[src/rtl/excess3_pkg.sv]
// Shared types and constants for the excess-3 request scheduler.
// The optional parity output is enabled with EXCESS3_PARITY_EN.
package excess3_pkg;

  typedef enum logic [1:0] {
    IDLE,
    GRANT,
    SEND
  } state_t;

  localparam int N_REQ  = 10;
  localparam int M_W    = 4;
  localparam int E3_OFF = 3;
  localparam int CNT_W  = 8;

endpackage

[src/rtl/excess3_10x4.sv]
// One-hot digit select to excess-3 code; anything not one-hot maps to zero.
// Purely combinational; the scheduler drives it from its grant register.
module excess3_10x4
  import excess3_pkg::*;
#(
  parameter int N = N_REQ,
  parameter int M = M_W
) (
  input  logic [N-1:0] onehot,
  output logic [M-1:0] code
);

  logic legal;

  assign legal = (onehot != '0) &&
                 ((onehot & (onehot - N'(1))) == '0);

  always_comb begin
    code = '0;
    for (int i = 0; i < N; i++) begin
      if (legal && onehot[i]) begin
        code = M'(i + E3_OFF);
      end
    end
  end

endmodule

[src/rtl/excess3_req_scheduler.sv]
// Round-robin digit arbiter sending excess-3 codes over valid/ready.
// Define EXCESS3_PARITY_EN to add the registered odd-parity output out_par.
module excess3_req_scheduler
  import excess3_pkg::*;
#(
  parameter int N = N_REQ,
  parameter int M = M_W
) (
  input  logic             clk,
  input  logic             rst_n,
  input  logic [N-1:0]     req,
  output logic [N-1:0]     ack,
  output logic [M-1:0]     out_data,
  output logic             out_valid,
  input  logic             out_ready,
  output logic             busy,
`ifdef EXCESS3_PARITY_EN
  output logic             out_par,
`endif
  output logic [CNT_W-1:0] xfer_cnt
);

  localparam int PW = $clog2(N);

  state_t           state_q, state_d;
  logic [N-1:0]     grant_q, grant_d;
  logic [PW-1:0]    ptr_q, ptr_d;
  logic [M-1:0]     data_q, data_d;
  logic             valid_q, valid_d;
  logic [CNT_W-1:0] cnt_q, cnt_d;
  logic             par_q, par_d;

  logic [N-1:0]     pick;
  logic             found;
  logic [PW-1:0]    gidx;
  logic [M-1:0]     enc;
  logic             hs;

  excess3_10x4 #(.N(N), .M(M)) u_enc (
    .onehot (grant_q),
    .code   (enc)
  );

  // First pass searches at/above ptr, second pass wraps from bit 0.
  always_comb begin
    pick  = '0;
    found = 1'b0;
    for (int i = 0; i < N; i++) begin
      if (!found && i >= int'(ptr_q) && req[i]) begin
        pick[i] = 1'b1;
        found   = 1'b1;
      end
    end
    for (int i = 0; i < N; i++) begin
      if (!found && req[i]) begin
        pick[i] = 1'b1;
        found   = 1'b1;
      end
    end
  end

  always_comb begin
    gidx = '0;
    for (int i = 0; i < N; i++) begin
      if (grant_q[i]) gidx = PW'(i);
    end
  end

  assign hs = (state_q == SEND) && valid_q && out_ready;

  always_comb begin
    state_d = state_q;
    grant_d = grant_q;
    ptr_d   = ptr_q;
    data_d  = data_q;
    valid_d = valid_q;
    cnt_d   = cnt_q;
    par_d   = par_q;
    unique case (state_q)
      IDLE: begin
        if (req != '0) begin
          grant_d = pick;
          state_d = GRANT;
        end
      end
      GRANT: begin
        data_d  = enc;
        valid_d = 1'b1;
        par_d   = ~^enc;
        state_d = SEND;
      end
      SEND: begin
        if (hs) begin
          data_d  = '0;
          valid_d = 1'b0;
          par_d   = 1'b0;
          grant_d = '0;
          ptr_d   = (gidx == PW'(N - 1)) ? '0 : gidx + 1'b1;
          cnt_d   = (cnt_q == '1) ? cnt_q : cnt_q + 1'b1;
          state_d = IDLE;
        end
      end
      default: state_d = IDLE;
    endcase
  end

  always_ff @(posedge clk or negedge rst_n) begin
    if (!rst_n) begin
      state_q <= IDLE;
      grant_q <= '0;
      ptr_q   <= '0;
      data_q  <= '0;
      valid_q <= 1'b0;
      cnt_q   <= '0;
      par_q   <= 1'b0;
    end else begin
      state_q <= state_d;
      grant_q <= grant_d;
      ptr_q   <= ptr_d;
      data_q  <= data_d;
      valid_q <= valid_d;
      cnt_q   <= cnt_d;
      par_q   <= par_d;
    end
  end

  assign ack       = hs ? grant_q : '0;
  assign out_data  = data_q;
  assign out_valid = valid_q;
  assign busy      = (state_q != IDLE);
  assign xfer_cnt  = cnt_q;
`ifdef EXCESS3_PARITY_EN
  assign out_par   = par_q;
`else
  logic unused_par;
  assign unused_par = par_q;
`endif

endmodule

[config.mk]
export PLATFORM = sky130hd
export DESIGN_NAME = excess3_req_scheduler
export DESIGN_NICKNAME = d
export VERILOG_FILES = /design/src/rtl/excess3_pkg.sv /design/src/rtl/excess3_10x4.sv /design/src/rtl/excess3_req_scheduler.sv
export SDC_FILE = /design/constraint.sdc
export NUM_CORES = 1
export LEC_CHECK = 0
export BUFFER_PORTS_ARGS = -buffer_cell sky130_fd_sc_hd__buf_4
export CAP_MARGIN = 15
export CORE_MARGIN = 2
export CORE_UTILIZATION = 50
export CTS_CLUSTER_DIAMETER = 200
export DETAILED_ROUTE_END_ITERATION = 12
export GPL_ROUTABILITY_DRIVEN = 0
export PLACE_DENSITY = 0.74
export SKIP_CTS_REPAIR_TIMING = 1
export SLEW_MARGIN = 20
export SYNTH_ARGS = -nofsm -noshare
export SYNTH_HDL_FRONTEND = slang
export SYNTH_SLANG_ARGS = --single-unit
[constraint.sdc]
create_clock -name clk -period 2.7 [get_ports clk]
set_clock_uncertainty 0.2 [all_clocks]
set_input_delay 0 -clock clk [delete_from_list [all_inputs] [get_ports clk]]
set_output_delay 0 -clock clk [all_outputs]
set_load 0.005 [all_outputs]
==> impl_metrics.csv, run 1 <==
group,metric,value,unit
run_status,status,"complete, but fails checks",
run_status,failed_checks,"hold timing",
setup_path,cp-end-kind,"register",
yosys,yosys.area.top_type_share,39.56,%
yosys,async_flop_share,100.0,%
floorplanning,fp-row-count,22,
yosys,yosys.cell_types.count,53,
yosys,yosysSeqAreaShare,39.56,%
drt,ant_nets,0,
timing,tightest_slew,0.6104,ns
final_layout,fin_nets,278,
global_route,grt_start_max_net_pins,30,
clocking,cts_buffers,5,
power_and_ir_drop,p_comb_share,45.8,%
setup_path,crit_path_top_delay_cell,"or4_4",
final_layout,stdcell_area,0.002376,mm²
timing,setup_slack,0.3181,ns
clocking,clock_latency,0.28,ns
timing,fmax,419.8,MHz
yosys,synth_enable_flop_cells,0,
final_layout,final_util,65.89,%
clocking,cts_tree,"built",
setup_path,arrival,2.39,ns
final_layout,num_antenna_cells,0,
setup_path,worstSetupStartpointType,"input port",
power_and_ir_drop,seqPwrFrac,36.6,%
global_route,grt_pass1_vias,1599,
yosys,yosysMostFrequentCell,"dfrtp_1",
floorplanning,dieArea,0.004169,mm²
clocking,path_clk_slew,0.06,ns
job,max_cap_viol_count,0,
timing,min_period_over_period,88.22,%
yosys,syn_nets,230,
floorplanning,ios,37,
placement,place_area,0.002125,mm²
timing,relSlewSlack,58.93,%
yosys,synth-seq-cells,29,
setup_path,crit_path_cell_trace,"dlygate4sd3_1, buf_4, or4_4, or4_4, o21ai_2, a22oi_1, o21ai_0",
final_layout,drive_gt1_share,20.00,%
drt,viasPerCell,5.904,
clocking,h-tree-depth,2,
power_and_ir_drop,p_clk_share,17.6,%
yosys,avgSynthCellArea,8.492,µm²
yosys,netlist_top_cells_count,"dfrtp_1, nor2_1, nand2_1",
yosys,syn-instance-count,216,
power_and_ir_drop,ir_drop,398.1,µV
timing,setup_tns,0,ns
timing,hold_viol,29,
drt,first_pass_iters,4,
yosys,ys_top_cells_by_area,"dfrtp_1, nor2_1, nand2_1",
power_and_ir_drop,p_switching,962.7,µW
setup_path,cpMostUsedCell,"or4_4",
power_and_ir_drop,leakagePower,1.064,nW
global_route,grtUsageTotal,22.66,%
clocking,clockBufferDepth,2,
power_and_ir_drop,pwr_density_cell,950.7,mW/mm²
setup_path,crit_buf_inv,2,
global_route,gr-total-overflow,0,
floorplanning,die_y,64.57,µm
placement,post-place-ws,0.5127,ns
timing,rsz0062_at_grt,"false",
setup_path,cp.depth,7,
setup_path,reg2regPathDepth,5,
drt,via_count,1848,
global_route,antenna_found_initial,0,
setup_path,critical_path_required,2.71,ns
floorplanning,die_x,64.57,µm
setup_path,criticalPathCategory,"in2reg",
hold_path,hold_path_class,"in2async",
floorplanning,core,0.003606,mm²
placement,io_buffers,36,
final_layout,areaGrowthSynthToFinish,29.54,%
yosys,yosys_most_used_dff,"dfrtp_1",
yosys,netlist_area,0.001834,mm²
floorplanning,start_util,50.87,%
placement,hpwlAfterDp,3.163,mm
timing,holdWs,-0.02954,ns
global_route,grt_pass1_wl,7.348,mm
drt,wl,4.540,mm
timing,setup_viol,0,
drt,drt_iter0_markers,120,
power_and_ir_drop,p_int,1.296,mW
timing,min_period,2.382,ns
yosys,yosys.area.top_type,"dfrtp_1",
clocking,cts.sink_count,29,
timing,slew_viol_final,0,
setup_path,path_max_fanout,10,
drt,drc,0,
yosys,synth_warnings,0,
drt,wl_per_cell,14.50,µm
setup_path,critPathTopFamily,"simple AND/OR/NAND/NOR gates",
power_and_ir_drop,swShare,42.62,%
clocking,clock_tree.root_cell,"clkbuf_8",
setup_path,slowest_delay,0.56,ns
metrics by stage:
step	instances	total power, mW
global placement	290	1.825
global route	313	2.447
detailed placement	290	1.836
CTS	298	2.238
floorplan	216	1.537
finish	313	2.259
power by group through the flow:
stage                     sequential [mW]  clock (mW)  combinational, mW
final                               0.826       0.399               1.03
after global routing                0.857       0.427               1.16
after CTS                           0.818       0.406               1.01
after detailed placement            0.827           0               1.01
after global placement              0.821           0               1.00
after floorplan                     0.699           0              0.838
worst register-to-register path: cells and delay by family (launching register included):
| family | cells | cell delay (ns) |
|---|---|---|
| flops | 1 | 0.48 |
| compound gates | 2 | 0.67 |
| simple gates | 3 | 0.78 |
routing by layer:
metal | vias to the layer above | track usage (%) | wire (µm)
met3 | 15 | 4.340 | 220
met1 | 867 | 30.00 | 2067
met2 | 60 | 35.68 | 2125
met5 | - | 0 | 0
li1 | 906 | - | -
met4 | 0 | 10.90 | 127
cell usage in the layout, fill, tap and decap left out, types with 2 or more instances in the layout:
cell type / count
a32oi_1: 4
nor4_1: 2
o21ai_1: 2
nor2_1: 23
dfrtp_1: 29
dlygate4sd3_1: 15
a21oi_1: 8
o31ai_1: 3
xnor2_1: 5
clkbuf_8: 7
nand2b_1: 4
nand2_1: 21
or4_4: 2
and2_1: 9
nor3b_1: 2
nand3_1: 6
or3_1: 3
a32o_1: 5
inv_1: 8
buf_4: 38
nand4_1: 5
a22o_1: 2
nor3_1: 9
or4_1: 2
or2_2: 2
o21ai_0: 14
o21a_1: 2
xor2_1: 2
nand4b_1: 3
and3_1: 4
flip-flops by register name, summed over array words and instances (netlist names):
signal / cells
state_q: 2
xfer_cnt: 8
out_valid: 1
out_data: 4
ptr_q: 4
grant_q: 10
path summary, 6_finish.rpt:
check	startpoint	slack, ns	to
max	req[1]	0.32	grant_q[6]
max in group asynchronous	rst_n	2.06	grant_q[3]
max reg2reg	ptr_q[0]	0.45	grant_q[1]
min reg2reg	out_data[2]	0.30	out_data[2]
min	rst_n	-0.03	xfer_cnt[3]
min in group clk	out_data[2]	0.30	out_data[2]
kinds of logic after synthesis:
family                   Yosys count  share of synthesized area (%)
XOR/XNOR                           7                          3.342
flip-flops                        29                          39.56
AO/OA/AOI/OAI                     55                          21.22
buffers and inverters             20                          4.638
adder cells (fa/ha/maj)            2                          1.228
AND/OR/NAND/NOR                  103                          30.01
layout make-up:
type | instances | area [µm²]
fill | 325 | 1230
multi-input combinational | 167 | 1023
sequential | 29 | 725.7
timing repair buffer | 53 | 435.4
clock buffer | 7 | 96.34
tap | 48 | 60.06
inverter | 8 | 30.03
clock inverter | 1 | 5.005
No activity file was read; power rests on OpenSTA's default activity.
==> run 2: changes to the inputs <==
- RECOVER_POWER: default -> 100
==> impl_metrics.csv, run 2 (synthesized netlist as in run 1, its figures left out) <==
group,metric,value,unit
timing,setup_tns,0,ns
drt,drt_iter0_markers,150,
setup_path,arrival,2.45,ns
final_layout,nFillCells,326,
global_route,grt_pass1_wl,7.348,mm
drt,ant_nets,0,
drt,via_count,1848,
timing,relSlewSlack,-2.099,%
timing,holdWs,0.2989,ns
setup_path,slowest_delay,0.60,ns
hold_path,holdPathStages,1,
final_layout,largest_register_ffs,10,
final_layout,num_antenna_cells,0,
global_route,grt_pass1_vias,1599,
global_route,antenna_found_initial,0,
setup_path,path_max_fanout,10,
setup_path,critPathTopFamily,"simple AND/OR/NAND/NOR gates",
final_layout,areaGrowthSynthToFinish,28.72,%
run_status,status,"complete, but fails checks",
drt,viasPerCell,5.904,
clocking,cts_tree,"built",
setup_path,crit_path_cell_trace,"dlygate4sd3_1, buf_4, or4_1, or4_4, o21ai_2, a22oi_1, o21ai_0",
setup_path,cp-end-kind,"register",
setup_path,reg2regPathDepth,5,
setup_path,setup.worst_path.start,"req[1]",
timing,rsz0062_at_grt,"false",
setup_path,crit_buf_inv,2,
setup_path,critical_path_required,2.70,ns
setup_path,crit_path_top_delay_cell,"or4_1",
drt,wl_per_cell,14.34,µm
floorplanning,start_util,50.87,%
floorplanning,die_x,64.57,µm
hold_path,hp-start,"out_data[2]",
timing,min_period_over_period,90.52,%
global_route,gr-total-overflow,0,
global_route,grtUsageTotal,22.66,%
timing,hold_viol,0,
setup_path,worstSetupStartpointType,"input port",
clocking,cts_buffers,5,
global_route,grt_start_max_net_pins,30,
timing,min_period,2.444,ns
drt,wl,4.487,mm
final_layout,final_common_cell,"dfrtp_1",
timing,tightest_slew,1.531,ns
timing,setup_viol,0,
timing,slew_viol_final,30,
clocking,clock_latency,0.28,ns
setup_path,criticalPathCategory,"in2reg",
clocking,path_clk_slew,0.06,ns
final_layout,top_register,"grant_q",
drt,drc,0,
clocking,clock_tree.root_cell,"clkbuf_8",
drt,first_pass_iters,4,
floorplanning,die_y,64.57,µm
hold_path,hold_path_class,"reg2reg",
power_and_ir_drop,finalPower,2.238,mW
final_layout,drive_gt1_share,18.49,%
placement,dpl.cell_count,290,
final_layout,fin_cells,313,
timing,fmax,409.1,MHz
clocking,h-tree-depth,2,
floorplanning,fp-row-count,22,
power_and_ir_drop,ir_drop,395.1,µV
floorplanning,dieArea,0.004169,mm²
placement,io_buffers,36,
setup_path,timing.rr.start,"ptr_q[0]",
floorplanning,ios,37,
placement,hpwlAfterDp,3.163,mm
final_layout,fin_nets,278,
final_layout,final_cell_mix,"dfrtp_1, nor2_1, nand2_1, buf_4, o21ai_0",
setup_path,cp.depth,7,
power_and_ir_drop,leakagePower,1.038,nW
power_and_ir_drop,pwr_density_cell,948.0,mW/mm²
run_status,failed_checks,"capacitance limit, slew limit",
clocking,clockBufferDepth,2,
job,max_cap_viol_count,1,
clocking,cts.sink_count,29,
floorplanning,core,0.003606,mm²
run 2: metal layers:
metal / wire (µm) / up-vias / global-route usage, %
li1: - / 901 / -
met1: 2051 / 873 / 30.00
met2: 2103 / 58 / 35.68
met3: 198 / 16 / 4.340
met4: 133 / 0 / 10.90
met5: 0 / - / 0
run 2: final cells by class:
| class | count | area, µm² | area share, % |
|---|---|---|---|
| multi-input combinational | 167 | 1020 | 43.19 |
| sequential | 29 | 725.7 | 30.74 |
| timing repair buffer | 53 | 424.2 | 17.97 |
| clock buffer | 7 | 96.34 | 4.081 |
| tap | 48 | 60.06 | 2.544 |
| inverter | 8 | 30.03 | 1.272 |
| clock inverter | 1 | 5.005 | 0.2120 |
run 2: path summary, 6_finish.rpt:
path,end,slack [ns]
worst max register to register,grant_q[1],0.45
max in group asynchronous,grant_q[3],0.98
min in group asynchronous,xfer_cnt[3],0.42
worst max-delay path,grant_q[6],0.26
worst min register to register,out_data[2],0.30
worst min-delay path,out_data[2],0.30
run 2: worst register-to-register path: cells and delay by family (launching register included):
| kind | cells | cell delay [ns] |
|---|---|---|
| AOI/OAI and AO/OA | 2 | 0.67 |
| DFF | 1 | 0.48 |
| and+or+nand+nor | 3 | 0.79 |
run 2: report_power, final:
group	switching (mW)	internal (mW)
logic	0.540	0.479
clock network	0.167	0.230
registers	0.248	0.575
run 2: per-stage QoR:
stage | setup WS (ns) | util, % | area, µm²
2_1_floorplan | 0.7354 | - | 1834
3_3_place_gp | 0.5660 | 58.92 | 2125
3_5_place_dp | 0.5127 | 58.92 | 2125
4_1_cts | 0.4850 | 61.73 | 2226
5_1_grt | 0.1219 | 65.48 | 2361
6_report | 0.2559 | 65.48 | 2361
